### src/rtl/mipsfpga_disp_sched_if.sv
// Register-bus bundle for the display scheduler; shares the GPIO slave's HSEL decode.
interface mipsfpga_disp_sched_if;
  logic [3:0]  HADDR;
  logic [31:0] HWDATA;
  logic        HWRITE;
  logic        HSEL;
  logic [31:0] HRDATA;

  modport master (output HADDR, HWDATA, HWRITE, HSEL, input HRDATA);
  modport slave  (input HADDR, HWDATA, HWRITE, HSEL, output HRDATA);
endinterface

### src/rtl/mipsfpga_disp_sched.sv
// Sword-board display controller: one serial shift engine shared round-robin
// between the 64-bit 7-segment chain and the 16-bit LED chain.
module mipsfpga_disp_sched #(
  parameter int CLK_DIV        = 2,
  parameter int REFRESH_CYCLES = 50000000
) (
  input  logic                 HCLK,
  input  logic                 HRESETn,
  mipsfpga_disp_sched_if.slave bus,
  output logic                 seg_clk,
  output logic                 seg_do,
  output logic                 seg_pen,
  output logic                 led_clk,
  output logic                 led_do,
  output logic                 led_pen
);
  localparam int DW = (CLK_DIV > 1) ? $clog2(CLK_DIV) : 1;
  localparam int TW = $clog2(REFRESH_CYCLES);
  localparam logic [DW-1:0] DIV_LAST = DW'(CLK_DIV - 1);
  localparam logic [TW-1:0] TMR_LAST = TW'(REFRESH_CYCLES - 1);

  typedef enum logic [2:0] {IDLE, LOAD, SLO, SHI, LATCH} state_t;

  state_t        state, state_n;
  logic [31:0]   seg_lo, seg_hi;
  logic [15:0]   led_reg;
  logic          auto_en, seg_pend, led_pend, last_seg, act_seg;
  logic [TW-1:0] timer;
  logic [DW-1:0] div_cnt;
  logic [6:0]    bit_cnt;
  logic [63:0]   shreg;
  logic          wr, wrap, div_done, grant_seg, busy;
  logic          sclk, sdo, spen;
  logic          unused_addr;

  assign wr          = bus.HSEL & bus.HWRITE;
  assign wrap        = auto_en && (timer == TMR_LAST);
  assign div_done    = (div_cnt == DIV_LAST);
  assign grant_seg   = seg_pend & (~led_pend | ~last_seg);
  assign busy        = (state != IDLE);
  assign unused_addr = ^bus.HADDR[1:0];

  always_ff @(posedge HCLK or negedge HRESETn) begin
    if (!HRESETn) begin
      seg_lo  <= '0;
      seg_hi  <= '0;
      led_reg <= '0;
      auto_en <= 1'b0;
    end else if (wr) begin
      case (bus.HADDR[3:2])
        2'd0: seg_lo  <= bus.HWDATA;
        2'd1: seg_hi  <= bus.HWDATA;
        2'd2: led_reg <= bus.HWDATA[15:0];
        2'd3: auto_en <= bus.HWDATA[0];
      endcase
    end
  end

  always_ff @(posedge HCLK or negedge HRESETn) begin
    if (!HRESETn)     timer <= '0;
    else if (!auto_en || wrap) timer <= '0;
    else              timer <= timer + 1'b1;
  end

  // Setting beats clearing, so a write landing on the LOAD cycle still queues a refresh.
  always_ff @(posedge HCLK or negedge HRESETn) begin
    if (!HRESETn) begin
      seg_pend <= 1'b0;
      led_pend <= 1'b0;
    end else begin
      seg_pend <= (wr && !bus.HADDR[3]) || wrap ||
                  (seg_pend && !(state == LOAD && act_seg));
      led_pend <= (wr && bus.HADDR[3:2] == 2'd2) || wrap ||
                  (led_pend && !(state == LOAD && !act_seg));
    end
  end

  always_ff @(posedge HCLK or negedge HRESETn) begin
    if (!HRESETn) state <= IDLE;
    else          state <= state_n;
  end

  always_comb begin
    state_n = state;
    sclk    = 1'b0;
    sdo     = 1'b0;
    spen    = 1'b0;
    case (state)
      IDLE:  if (seg_pend || led_pend) state_n = LOAD;
      LOAD:  state_n = SLO;
      SLO: begin
        sdo = shreg[63];
        if (div_done) state_n = SHI;
      end
      SHI: begin
        sclk = 1'b1;
        sdo  = shreg[63];
        if (div_done) state_n = (bit_cnt == 7'd1) ? LATCH : SLO;
      end
      LATCH: begin
        spen = 1'b1;
        if (div_done) state_n = IDLE;
      end
      default: state_n = IDLE;
    endcase
    seg_clk = act_seg & sclk;
    seg_do  = act_seg & sdo;
    seg_pen = act_seg & spen;
    led_clk = ~act_seg & sclk;
    led_do  = ~act_seg & sdo;
    led_pen = ~act_seg & spen;
  end

  always_ff @(posedge HCLK or negedge HRESETn) begin
    if (!HRESETn) begin
      div_cnt  <= '0;
      bit_cnt  <= '0;
      shreg    <= '0;
      act_seg  <= 1'b0;
      last_seg <= 1'b0;
    end else begin
      if (state_n != state || state == IDLE || state == LOAD) div_cnt <= '0;
      else                                                   div_cnt <= div_cnt + 1'b1;
      case (state)
        IDLE: if (seg_pend || led_pend) begin
          act_seg  <= grant_seg;
          last_seg <= grant_seg;
        end
        LOAD: begin
          // LED data is left-justified so both chains shift out of bit 63.
          shreg   <= act_seg ? {seg_hi, seg_lo} : {led_reg, 48'd0};
          bit_cnt <= act_seg ? 7'd64 : 7'd16;
        end
        SHI: if (div_done) begin
          shreg   <= {shreg[62:0], 1'b0};
          bit_cnt <= bit_cnt - 7'd1;
        end
        default: ;
      endcase
    end
  end

  always_comb begin
    case (bus.HADDR[3:2])
      2'd0:    bus.HRDATA = seg_lo;
      2'd1:    bus.HRDATA = seg_hi;
      2'd2:    bus.HRDATA = {16'd0, led_reg};
      default: bus.HRDATA = {27'd0, auto_en, act_seg, led_pend, seg_pend, busy};
    endcase
  end
endmodule

### src/flat_wrapper.sv
// flat-port wrapper written by rule: the top's interface ports become plain ports
module mipsfpga_disp_sched_flat 
#(
  parameter int CLK_DIV        = 2,
  parameter int REFRESH_CYCLES = 50000000
)
  (HCLK, HRESETn, seg_clk, seg_do, seg_pen, led_clk, led_do, led_pen, bus_HADDR, bus_HWDATA, bus_HWRITE, bus_HSEL, bus_HRDATA);
  mipsfpga_disp_sched_if bus_i ();
  input  logic HCLK;
  input  logic HRESETn;
  output logic seg_clk;
  output logic seg_do;
  output logic seg_pen;
  output logic led_clk;
  output logic led_do;
  output logic led_pen;
  input wire logic [$bits(bus_i.HADDR)-1:0] bus_HADDR;
  input wire logic [$bits(bus_i.HWDATA)-1:0] bus_HWDATA;
  input wire logic [$bits(bus_i.HWRITE)-1:0] bus_HWRITE;
  input wire logic [$bits(bus_i.HSEL)-1:0] bus_HSEL;
  output wire logic [$bits(bus_i.HRDATA)-1:0] bus_HRDATA;
  assign bus_i.HADDR = bus_HADDR;
  assign bus_i.HWDATA = bus_HWDATA;
  assign bus_i.HWRITE = bus_HWRITE;
  assign bus_i.HSEL = bus_HSEL;
  assign bus_HRDATA = bus_i.HRDATA;
  mipsfpga_disp_sched #(.CLK_DIV(CLK_DIV), .REFRESH_CYCLES(REFRESH_CYCLES)) u_core (.HCLK(HCLK), .HRESETn(HRESETn), .bus(bus_i), .seg_clk(seg_clk), .seg_do(seg_do), .seg_pen(seg_pen), .led_clk(led_clk), .led_do(led_do), .led_pen(led_pen));
endmodule
### config.mk
export PLATFORM = sky130hd
export DESIGN_NAME = mipsfpga_disp_sched_flat
export DESIGN_NICKNAME = d
export VERILOG_FILES = /design/src/rtl/mipsfpga_disp_sched_if.sv /design/src/rtl/mipsfpga_disp_sched.sv /design/src/flat_wrapper.sv
export SDC_FILE = /design/constraint.sdc
export NUM_CORES = 1
export LEC_CHECK = 0
export ABC_AREA = 1
export CAP_MARGIN = 0
export CORE_ASPECT_RATIO = 0.8
export CORE_MARGIN = 10
export CORE_UTILIZATION = 38
export CTS_CLUSTER_DIAMETER = 30
export DETAILED_ROUTE_END_ITERATION = 6
export HOLD_SLACK_MARGIN = 0.05
export PLACE_DENSITY_LB_ADDON = 0.12
export SLEW_MARGIN = 25
export SYNTH_ARGS = -nofsm -noshare
export SYNTH_HDL_FRONTEND = slang
export SYNTH_SLANG_ARGS = --single-unit
### constraint.sdc
create_clock -name HCLK -period 1.58 [get_ports HCLK]
set_input_delay 0.237 -clock HCLK [delete_from_list [all_inputs] [get_ports HCLK]]
set_output_delay 0.237 -clock HCLK [all_outputs]
set_load 0.1 [all_outputs]
* Word-level counts from Yosys, hierarchy flattened
Cells that the tools add are included.
** Word-level totals
- Word-level logic and storage cells :: 86
- Bits in registers :: 185
** Operators by class
- Add/subtract/negate cells :: 3
- Reductions and logical operators :: 31
- Equal/unequal tests :: 11
- Mux-type cells :: 18
- Bitwise gates (word level) :: 11
** Operator list (count)
- $mux W64 :: 2
- $pmux W64 S2 :: 1
- $pmux W32 S3 :: 1
- $add A26 B1 Y26 const B :: 1
- $eq A26 B26 Y1 const B :: 1
- $mux W26 :: 1
- $mux W3 :: 5
- $pmux W3 S5 :: 1
- $mux W7 :: 2
- $pmux W7 S2 :: 1
- $reduce_and A2 Y1 :: 6
- $and A1 B1 Y1 :: 8
- $logic_or A1 B1 Y1 :: 8
- $eq A7 B1 Y1 const B :: 1
- $logic_and A1 B1 Y1 :: 7
- $sub A7 B1 Y7 const B :: 1
- $eq A3 B2 Y1 const B :: 2
- $logic_not A1 Y1 :: 5
- $eq A2 B2 Y1 const B :: 2
- $mux W1 :: 4
- $eq A3 B1 Y1 const B :: 1
- $eq A3 B3 Y1 const B :: 1
- $logic_not A3 Y1 :: 1
- $ne A3 B3 Y1 :: 1
- 9 further kinds :: 10

* Logic depth before layout (Yosys ltp)
- Depth after elaboration :: 8
- Depth in mapped cells :: 9

* Worst setup path before layout
OpenSTA, ideal clock, no wires.
- Path kind :: input to output
- Start point :: in bus_HADDR[3]
- End point :: out bus_HRDATA[16]
- Slack :: -1607 ps
- Stages on the path :: 4
- Arrival time :: 2950 ps
- Path buffers :: 1
- Path through :: nor2_2 inv_1 clkbuf_1 o21ai_0
** Between the ends
- Word-level cells in the longest chain between the ends :: 2
** Ends and longest elaborated chain
- start, declared :: RTL line flat_wrapper.sv:17 : input wire logic [$bits(bus_i.HADDR)-1:0] bus_HADDR;
- $eq A2 B2 Y1, or another cell as far along :: RTL line mipsfpga_disp_sched.sv:144 : case (bus.HADDR[3:2])
- $pmux W32 S3 (*) :: RTL line mipsfpga_disp_sched.sv:144
- end, declared :: RTL line flat_wrapper.sv:21 : output wire logic [$bits(bus_i.HRDATA)-1:0] bus_HRDATA;
Every way passes the cells marked *; elsewhere a longest branch is shown, timed or not.

* Worst setup path after layout
- Start point :: reg u_core.state[0]
- End point :: out bus_HRDATA[0]
** Between the ends
- Word-level cells in the longest chain between the ends :: 2
** Ends and longest elaborated chain
- start, declared :: RTL line mipsfpga_disp_sched.sv:24 : state_t state, state_n;
- start signal, assigned :: RTL line mipsfpga_disp_sched.sv:80 : else state <= state_n;
- $reduce_bool A3 Y1 :: RTL line mipsfpga_disp_sched.sv:40 : assign busy = (state != IDLE);
- $pmux W32 S3 :: RTL line mipsfpga_disp_sched.sv:144
No other way between the ends.

==> Flow_metrics.wiki <==
{| class="wikitable"
! Metric !! Value
|-
| Global-route usage over all layers || between 15 and 20%
|-
| Portion of total power attributed to combinational logic || between 20% and 30%
|-
| Worst slew margin relative to its limit || roughly four fifths
|-
| Initial cell density of the core || just under 40%
|-
| I/O Buffers || 75
|-
| Count of max-cap constraint violations || 0
|-
| Largest net degree at the start of global routing || 60
|-
| Register with the highest flop count || u_core.shreg
|-
| Detailed-router iteration count before antenna repair || 4
|-
| Count of final setup violators || 26
|-
| Number of H-tree branching levels || 4
|-
| Clock tree buffer depth || 2
|-
| Cell total after placement || 1562
|-
| Highest-delay cell along the critical path || sky130_fd_sc_hd__dfrtp_2
|-
| Flip-flop and latch count after synthesis || approximately 190
|-
| Startpoint of the most critical setup path || u_core.state[0]$_DFF_PN0_
|-
| Setup CP Type || reg -> out
|-
| Violations in the final reports || negative setup slack
|-
| Vias in the first global route || 7960
|-
| TritonCTS clock tree || yes
|-
| Registers with the highest flip-flop counts || u_core.shreg: 64 flops, u_core.seg_hi: 32 flops, u_core.seg_lo: 32 flops
|-
| DRT antenna net count || 0
|-
| Leakage || around 0.0058 uW
|-
| Relative contribution of the clock network to total power || 34.4%
|-
| Clk_skew || 10.4 ps
|-
| Commonest register cell after synthesis || sky130_fd_sc_hd__dfrtp_1
|-
| Core area || between 20000 and 25000 um2
|-
| Area of the die || between 30000 and 40000 um2
|-
| Worst setup timing slack at the placement stage || -388 ps
|-
| First-pass GRT wire length || 42.9 mm
|-
| Critical-path cell list || nor2_4, nand2_2, inv_2, o21ai_4, buf_12
|-
| Switching Power || 4450 uW
|-
| CTS sink count || around 190
|-
| Syn Area/Cell || 7.76 um2
|-
| Area of the mapped netlist || 9170 um2
|-
| Gate count of the mapped netlist || 1182
|-
| Min Clock Period, post-route || 1730 ps
|-
| Number of synthesized flops with an enable pin || 0
|-
| WL final || 26.4 mm
|-
| Cell taking the most area after synthesis || sky130_fd_sc_hd__dfrtp_1
|-
| FP Rows || 50
|-
| Total power density per cell area || 1080 nW/um2
|-
| Vias per cell || around 4.8
|-
| Via count of the routed design || 8021
|-
| Clock tree root driver cell || sky130_fd_sc_hd__clkbuf_16
|-
| Clock transition at path regs || ~70 ps
|-
| Number of nets produced by synthesis || about 1200
|-
| Arrival time of the worst setup path || roughly 1500 ps
|-
| I/O pins || 78
|-
| Sequential fraction of design power || 40.4%
|-
| Starting DRT DRC Count || 605
|-
| Die Wd || 194 um
|-
| Number of flip-flops in the largest register || between 60 and 70
|-
| Final net count || about 1400
|-
| Num CTS Buffers || 17
|-
| Min setup slack post-route || -146 ps
|-
| Final number of max-transition violations || 0
|-
| Height of the die || 159 um
|-
| Global placement routability congestion || approximately 0.86
|-
| Number of unique standard cell types used by synthesis || 30
|-
| Proportion of register bits with asynchronous set or reset after synthesis || 100%
|-
| HPWL after detailed placement || 17.9 mm
|-
| Worst-margin pin slew || 328 ps
|-
| Slowest stage delay, CP || between 400 and 500 ps
|-
| Yosys warning count || 0
|-
| Commonest non-fill, non-tap cell in the layout || sky130_fd_sc_hd__nand2_1
|-
| Fmax || between 0.5 and 0.6 GHz
|-
| Sw Share || 32.4%
|-
| Largest delay contributor family on the critical path || flip-flops
|-
| Required time of the critical path || 1340 ps
|-
| Highest-count cells in the layout ignoring fill and taps || sky130_fd_sc_hd__nand2_1 (339), sky130_fd_sc_hd__dfrtp_1 (172), sky130_fd_sc_hd__inv_1 (162), sky130_fd_sc_hd__o21ai_0 (122), sky130_fd_sc_hd__nor2_1 (77)
|-
| Sum of buffers and inverters on the critical path || 2
|-
| Share of the yosys chip area belonging to registers || 50.5%
|-
| Layout area overhead || 39.2%
|-
| Fin crit share || 109%
|-
| Clock network latency to the later pin of the worst-skew pair || 440 ps
|-
| Endpoints failing hold || 0
|-
| Worst flop-to-flop path startpoint || u_core.state[1]$_DFF_PN0_
|-
| Antenna violations before repair || 1
|-
| DRC violation count after routing || 0
|-
| Largest fanout on the critical path || 4
|-
| Kind of end point of the critical path || output pin
|-
| Total overflow reported by the global router || 0
|-
| Unrepaired setup endpoints after global routing || yes
|-
| Layout cell share with drive strength beyond 1 || 21.3%
|-
| Status || complete, but fails checks
|-
| Worst setup SP type || flip-flop
|-
| Largest cells by area after synthesis || sky130_fd_sc_hd__dfrtp_1 (50%), sky130_fd_sc_hd__nand2_1 (14%), sky130_fd_sc_hd__o21ai_0 (7.8%)
|-
| Tightest Hold Check Type || in -> async
|-
| Routed wire length per instance || 15.9 um
|-
| Int Power || 9290 uW
|-
| Final standard cell count with taps included and fillers excluded || 1654
|-
| Maximum resistive drop on vdd || 0.791 mV
|-
| Fraction of post-synthesis cell area in the top cell type by area || 50.5%
|}
[per-layer routing]
metal,GRT usage (%),wire (um),vias to the layer above
li1,-,-,4028
met1,23.5,12700,3811
met2,26.0,12100,153
met3,3.95,1170,29
met4,4.89,425,0
met5,0,0,-
[timing repair]
action / 4_1_cts / 5_1_grt
pin swaps: 14 / 20
setup buffers: 27 / 28
setup endpoints to repair: 40 / 111
resized for setup: 65 / 18
hold buffers: 1 / 0
endpoints found under the hold margin: 185 / 0
cloned: 3 / 2
[kinds of logic after synthesis]
group / after synthesis / share of synthesized area, %
and+or+nand+nor: 475 / 20.5
AOI/OAI and AO/OA: 263 / 15.5
buffers and inverters: 240 / 11.5
DFF: 185 / 50.5
adders and majority gates: 3 / 0.409
xor gates and xnor gates: 16 / 1.53
[final cells by class]
cell class | instances | area (um2)
diodes | 1 | 2.50
flip-flops and latches | 185 | 4650
well taps | 312 | 390
inverters | 186 | 718
multi-input cells | 759 | 4120
clock buffers | 18 | 439
clock inverters | 13 | 203
fillers | 2178 | 10800
repair buffers | 180 | 2240
[per-stage QoR]
| step | instance area, um2 | setup TNS, ps | hold slack, ps | total power, uW | util (%) |
|---|---|---|---|---|---|
| after floorplan | 9730 | -655 | -58.6 | 7520 | - |
| after global placement | 11400 | -22170 | 112 | 8710 | 48.4 |
| after detailed placement | 11400 | -22930 | 114 | 8740 | 48.4 |
| after CTS | 12500 | -1610 | 207 | 13700 | 52.9 |
| after global routing | 12800 | -4610 | 210 | 14400 | 54.1 |
| final | 12800 | -1200 | 220 | 13700 | 54.1 |
[worst register-to-register path, cell delays in order (launching register included)]
cell and delay, ps:
sky130_fd_sc_hd__dfrtp_2 470, sky130_fd_sc_hd__buf_4 160, sky130_fd_sc_hd__inv_1 50, sky130_fd_sc_hd__nand3_1 190, sky130_fd_sc_hd__nand2_8 210, sky130_fd_sc_hd__bufbuf_16 340, sky130_fd_sc_hd__nand2_1 70, sky130_fd_sc_hd__o21ai_1 70
[synth_stat cells, types with 9 or more instances]
| library cell | instances |
|---|---|
| sky130_fd_sc_hd__o22ai_1 | 45 |
| sky130_fd_sc_hd__nand2_1 | 351 |
| sky130_fd_sc_hd__buf_4 | 9 |
| sky130_fd_sc_hd__o221ai_1 | 11 |
| sky130_fd_sc_hd__xor2_1 | 11 |
| sky130_fd_sc_hd__o21ai_0 | 142 |
| sky130_fd_sc_hd__nor2_1 | 84 |
| sky130_fd_sc_hd__o21ai_1 | 57 |
| sky130_fd_sc_hd__nand3_1 | 22 |
| sky130_fd_sc_hd__inv_1 | 180 |
| sky130_fd_sc_hd__buf_2 | 19 |
| sky130_fd_sc_hd__clkbuf_1 | 12 |
| sky130_fd_sc_hd__dfrtp_1 | 185 |
| sky130_fd_sc_hd__buf_6 | 12 |
[path summary, 6_finish.rpt]
check | slack (ps) | depth (start not counted) | end
min in group HCLK | 240 | 5 | u_core.seg_pend$_DFF_PN0_
worst max register to register | -30 | 7 | u_core.shreg[10]$_DFFE_PN0P_
max in group asynchronous | 770 | 3 | u_core.led_reg[13]$_DFFE_PN0P_
worst min-delay path | 220 | 2 | u_core.timer[0]$_DFF_PN0_
worst min register to register | 490 | 2 | u_core.bit_cnt[6]$_DFFE_PN0P_
worst max-delay path | -150 | 5 | bus_HRDATA[0]
[power by group through the flow]
stage	Sequential (uW)	Combinational, uW	Clock (uW)
6_report	5560	3460	4730
5_1_grt	5610	3710	5070
3_5_place_dp	5680	3060	0
3_3_place_gp	5670	3030	0
2_1_floorplan	5510	2010	0
4_1_cts	5570	3270	4830
Note: power is estimated with default switching activity, not from simulation.
==> variant 1: new RTL, same flow settings <==
Reset style: synchronous (`HRESETn`), changed in 5 clocked blocks.
--- a/src/rtl/mipsfpga_disp_sched.sv
+++ b/src/rtl/mipsfpga_disp_sched.sv
@@ -40,7 +40,7 @@
   assign busy        = (state != IDLE);
   assign unused_addr = ^bus.HADDR[1:0];
 
-  always_ff @(posedge HCLK or negedge HRESETn) begin
+  always_ff @(posedge HCLK) begin
     if (!HRESETn) begin
       seg_lo  <= '0;
       seg_hi  <= '0;
@@ -56,14 +56,14 @@
     end
   end
 
-  always_ff @(posedge HCLK or negedge HRESETn) begin
+  always_ff @(posedge HCLK) begin
     if (!HRESETn)     timer <= '0;
     else if (!auto_en || wrap) timer <= '0;
     else              timer <= timer + 1'b1;
   end
 
   // Setting beats clearing, so a write landing on the LOAD cycle still queues a refresh.
-  always_ff @(posedge HCLK or negedge HRESETn) begin
+  always_ff @(posedge HCLK) begin
     if (!HRESETn) begin
       seg_pend <= 1'b0;
       led_pend <= 1'b0;
@@ -75,7 +75,7 @@
     end
   end
 
-  always_ff @(posedge HCLK or negedge HRESETn) begin
+  always_ff @(posedge HCLK) begin
     if (!HRESETn) state <= IDLE;
     else          state <= state_n;
   end
@@ -111,7 +111,7 @@
     led_pen = ~act_seg & spen;
   end
 
-  always_ff @(posedge HCLK or negedge HRESETn) begin
+  always_ff @(posedge HCLK) begin
     if (!HRESETn) begin
       div_cnt  <= '0;
       bit_cnt  <= '0;
Formal check against the unedited RTL: differs if HRESETn is asserted again (counterexample within 4 cycles, from zero or initial values and one cycle with HRESETn low); with HRESETn held inactive, the same outputs for 4 cycles.
==> variant 1 against the original RTL <==
- the run still ends with setup timing left
- routed wire length shrank 3.4%
- setup slack gained 0.028 ns
- design area is 13% lower
- synthesized area shrank 11%
- final cell count shrank 6.7%
- die area shrank 9.4%
- clock skew up 0.0027 ns
- sequential cell count did not move
- non-clock buffer count is 38 lower
Power is not compared: it rests on default switching activity, and its combinational part moved more than twofold at a synthesized area within 25%.
==> variant 1: results (changes against the original RTL) <==
stage	metric	value	unit	change
logic_synthesis	synth_top_flop_cell	sky130_fd_sc_hd__dfxtp_1		
setup_path	critPathMaxFanout	3		-1
setup_path	cp_data_arrival_time	1.46	ns	-0.03 ns
detailed_routing	met2_wirelength	11.1	mm	-7.8%
placed_design	hpwlAfterDp	17.1	mm	-4.5%
setup_path	crit_path_top_delay_cell	sky130_fd_sc_hd__dfxtp_4		
grt	first_pass_grt_wire_length	40.6	mm	-5.4%
layout	clkbuf_count	19		+1
detailed_routing	avgViaCountPerCell	5.19		+7.0%
run_status	violations	setup timing		
layout	seq_area	3720	µm²	-20%
grt	groute.usage.overall	0.181		+0.0109
layout	layout-drive-gt1-share	0.174		-0.0383
timing	timing.clock.skew	0.0130	ns	+0.00268 ns
placed_design	number_of_instances_in_the_placed_design	1493		-4.4%
placed_design	globalplace.congestion	0.847		-1.7%
timing	setup-violations-final	7		-73%
layout	seqAreaFraction	0.334		-0.0302
timing	timing.final.ws_setup	-0.118	ns	+0.0279 ns
pwr	design_power_total	10800	µW	
layout	design.seq.count	185		unchanged
grt	number_of_global_route_vias_before_repair	7459		-6.3%
run_status	outcome	finished with violations		
logic_synthesis	synth_sequential_area_ratio	0.452		-0.0531
timing	max-slew-margin-rel	0.694		-0.0871
detailed_routing	postRouteWirelength	25.5	mm	-3.4%
detailed_routing	drt_iter0_markers	838		+39%
## variant 1: cell types whose count changed in the layout (fill, tap and decap cells not counted), sizes merged, moves of 38 or more
cell / unedited run / this run
dfrtp: 185 / 0
nand2: 360 / 235
nor2: 87 / 243
inv: 192 / 54
buf: 143 / 105
a21oi: 5 / 132
o21ai: 199 / 152
dfxtp: 0 / 185
o22ai: 45 / 0
## variant 1: path summary, 6_finish.rpt
kind / startpoint / end / slack [ns] / depth (start not counted)
min reg2reg: u_core.timer[25]$_SDFF_PP0_ / u_core.timer[25]$_SDFF_PP0_ / 0.47 / 2
max reg2reg: u_core.state[0]$_SDFF_PN0_ / u_core.shreg[51]$_SDFFE_PN0P_ / 0.04 / 8
min: HRESETn / u_core.seg_hi[3]$_SDFFE_PN0P_ / 0.16 / 3
max: u_core.state[0]$_SDFF_PN0_ / led_clk / -0.12 / 6
==> variant 2: new RTL, config.mk and constraints unchanged <==
Without the edit above. `REFRESH_CYCLES` is set to 50000000 in 2 places; all go to 25000000.
--- a/src/rtl/mipsfpga_disp_sched.sv
+++ b/src/rtl/mipsfpga_disp_sched.sv
@@ -2,7 +2,7 @@
 // between the 64-bit 7-segment chain and the 16-bit LED chain.
 module mipsfpga_disp_sched #(
   parameter int CLK_DIV        = 2,
-  parameter int REFRESH_CYCLES = 50000000
+  parameter int REFRESH_CYCLES = 25000000
 ) (
   input  logic                 HCLK,
   input  logic                 HRESETn,
--- a/src/flat_wrapper.sv
+++ b/src/flat_wrapper.sv
@@ -2,7 +2,7 @@
 module mipsfpga_disp_sched_flat 
 #(
   parameter int CLK_DIV        = 2,
-  parameter int REFRESH_CYCLES = 50000000
+  parameter int REFRESH_CYCLES = 25000000
 )
   (HCLK, HRESETn, seg_clk, seg_do, seg_pen, led_clk, led_do, led_pen, bus_HADDR, bus_HWDATA, bus_HWRITE, bus_HSEL, bus_HRDATA);
   mipsfpga_disp_sched_if bus_i ();
Function: same outputs for any inputs over 4 cycles, from zero or initial values and one cycle with HRESETn low; that may be too few to reach the edited logic, so the function may still have changed.
==> variant 2 against the original RTL <==
- the flow still finishes with violations (setup timing)
- setup slack worse by 0.043 ns
- routed wire length up 7.9%
- clock skew up 0.0014 ns
- design area up 4.0%
- hold slack worse by 0.033 ns
- synthesized area down 1.8%
- sequential cell count down 1
- power down 5.8%
- largest power group unchanged
==> variant 2: results (changes against the original RTL) <==
stage	metric	value	unit	change
setup_path	critical_path.startpoint	u_core.state[2]$_DFF_PN0_		
logic_synthesis	post_synth_main_area_contributors	sky130_fd_sc_hd__dfrtp_1, sky130_fd_sc_hd__nand2_1, sky130_fd_sc_hd__o21ai_0, sky130_fd_sc_hd__inv_1, sky130_fd_sc_hd__nor2_1		
layout	final_nets	1354		-1.3%
detailed_routing	routedLengthMet1	13.5	mm	+6.0%
detailed_routing	met2_wirelength	13.0	mm	+7.4%
logic_synthesis	syn_avg_cell_area	7.77	µm²	+0.11%
detailed_routing	avgViaCountPerCell	5.01		+3.4%
timing	timing.final.ws_setup	-0.190	ns	-0.0433 ns
timing	max-slew-margin-rel	0.705		-0.0760
detailed_routing	firstDrtPassIters	6		+2
logic_synthesis	synth_cell_types	32		+6.7%
grt	maximum_number_of_pins_on_one_net_before_global_route_repair	47		-22%
run_status	violations	setup timing		
grt	first_pass_grt_wire_length	41.2	mm	-4.0%
run_status	outcome	finished with violations		
grt	grtUsageMet2	0.263		+0.00335
timing	timing.clock.skew	0.0117	ns	+0.00139 ns
grt	groute.usage.overall	0.172		+0.00187
pwr	ir_worst_vdd	0.779	mV	-1.5%
cts	cts_repair_resize_count	44		-32%
placed_design	globalplace.congestion	0.867		+0.64%
grt	gr-usage-met3	0.0334		-0.00609
setup_path	cp_data_arrival_time	1.53	ns	+0.04 ns
detailed_routing	routedWlPerCell	17.4	µm	+9.1%
timing	setup-violations-final	69		+170%
worst_hold_path	timing.hold.worst.class	input port to flop		
==> variant 2: changes by cell type in the layout (fill, tap and decap cells not counted), moves of 8 or more <==
cell | unedited run | this run
sky130_fd_sc_hd__buf_4 | 75 | 50
sky130_fd_sc_hd__nand2_2 | 10 | 23
sky130_fd_sc_hd__o21ai_2 | 2 | 31
sky130_fd_sc_hd__clkbuf_16 | 17 | 29
sky130_fd_sc_hd__dfrtp_2 | 13 | 4
sky130_fd_sc_hd__nand2_4 | 8 | 19
sky130_fd_sc_hd__o21ai_1 | 57 | 42
sky130_fd_sc_hd__o21ai_0 | 122 | 97
sky130_fd_sc_hd__dfrtp_1 | 172 | 180
sky130_fd_sc_hd__nand2_1 | 339 | 301
==> variant 2: cells by family (layout without fill, tap and decap cells) <==
family,Yosys count,after routing,synth area share
simple gates,464,467,0.205
fa+ha+maj,3,3,0.00417
xor+xnor,16,16,0.0156
other cells,0,1,0
compound gates,258,258,0.157
flops,184,184,0.512
buf+inv,234,396,0.107
==> variant 2: final timing paths <==
path	endpoint	depth (start not counted)
worst max-delay path	bus_HRDATA[0]	5
worst min-delay path	u_core.seg_pend$_DFF_PN0_	4
worst max register to register	u_core.shreg[58]$_DFFE_PN0P_	10
worst min register to register	u_core.seg_lo[30]$_DFFE_PN0P_	2
max in group asynchronous	u_core.seg_hi[24]$_DFFE_PN0P_	3
min in group asynchronous	u_core.state[1]$_DFF_PN0_	2
==> variant 2: critical path, stage by stage, from the launching register on <==
cell and delay [ns]:
sky130_fd_sc_hd__dfrtp_1 0.42, sky130_fd_sc_hd__inv_2 0.14, sky130_fd_sc_hd__nand2_1 0.12, sky130_fd_sc_hd__nand3_2 0.10
sky130_fd_sc_hd__o2111ai_4 0.12, sky130_fd_sc_hd__buf_12 0.19
==> variant 2: final cells by class <==
| type | count | area share |
|---|---|---|
| Antenna cell | 1 | 0.000188 |
| Clock buffer | 17 | 0.0320 |
| Clock inverter | 15 | 0.00971 |
| Inverter | 182 | 0.0532 |
| Multi-Input combinational cell | 744 | 0.332 |
| Sequential cell | 184 | 0.347 |
| Tap cell | 312 | 0.0294 |
| Timing Repair Buffer | 182 | 0.196 |
==> variant 2: power by group through the flow <==
stage	Clock [µW]	Sequential (µW)	Combinational [µW]
after global placement	0	5590	2980
after CTS	4210	5500	3180
final	4140	5530	3280
after detailed placement	0	5580	3000
after floorplan	0	5450	1880
after global routing	4420	5570	3510
==> variant 2: metrics by stage <==
step	instance area (µm²)	hold WS, ns	std cells	TNS, ns	setup slack [ns]
after floorplan	9470	-0.0586	1159	-2.08	-0.274
after global placement	11300	0.225	1543	-23.85	-0.338
after detailed placement	11300	0.223	1543	-26.14	-0.375
after CTS	12300	0.147	1602	-1.47	-0.218
after global routing	13300	0.209	1636	-10.12	-0.289
final	13300	0.187	1637	-4.53	-0.190
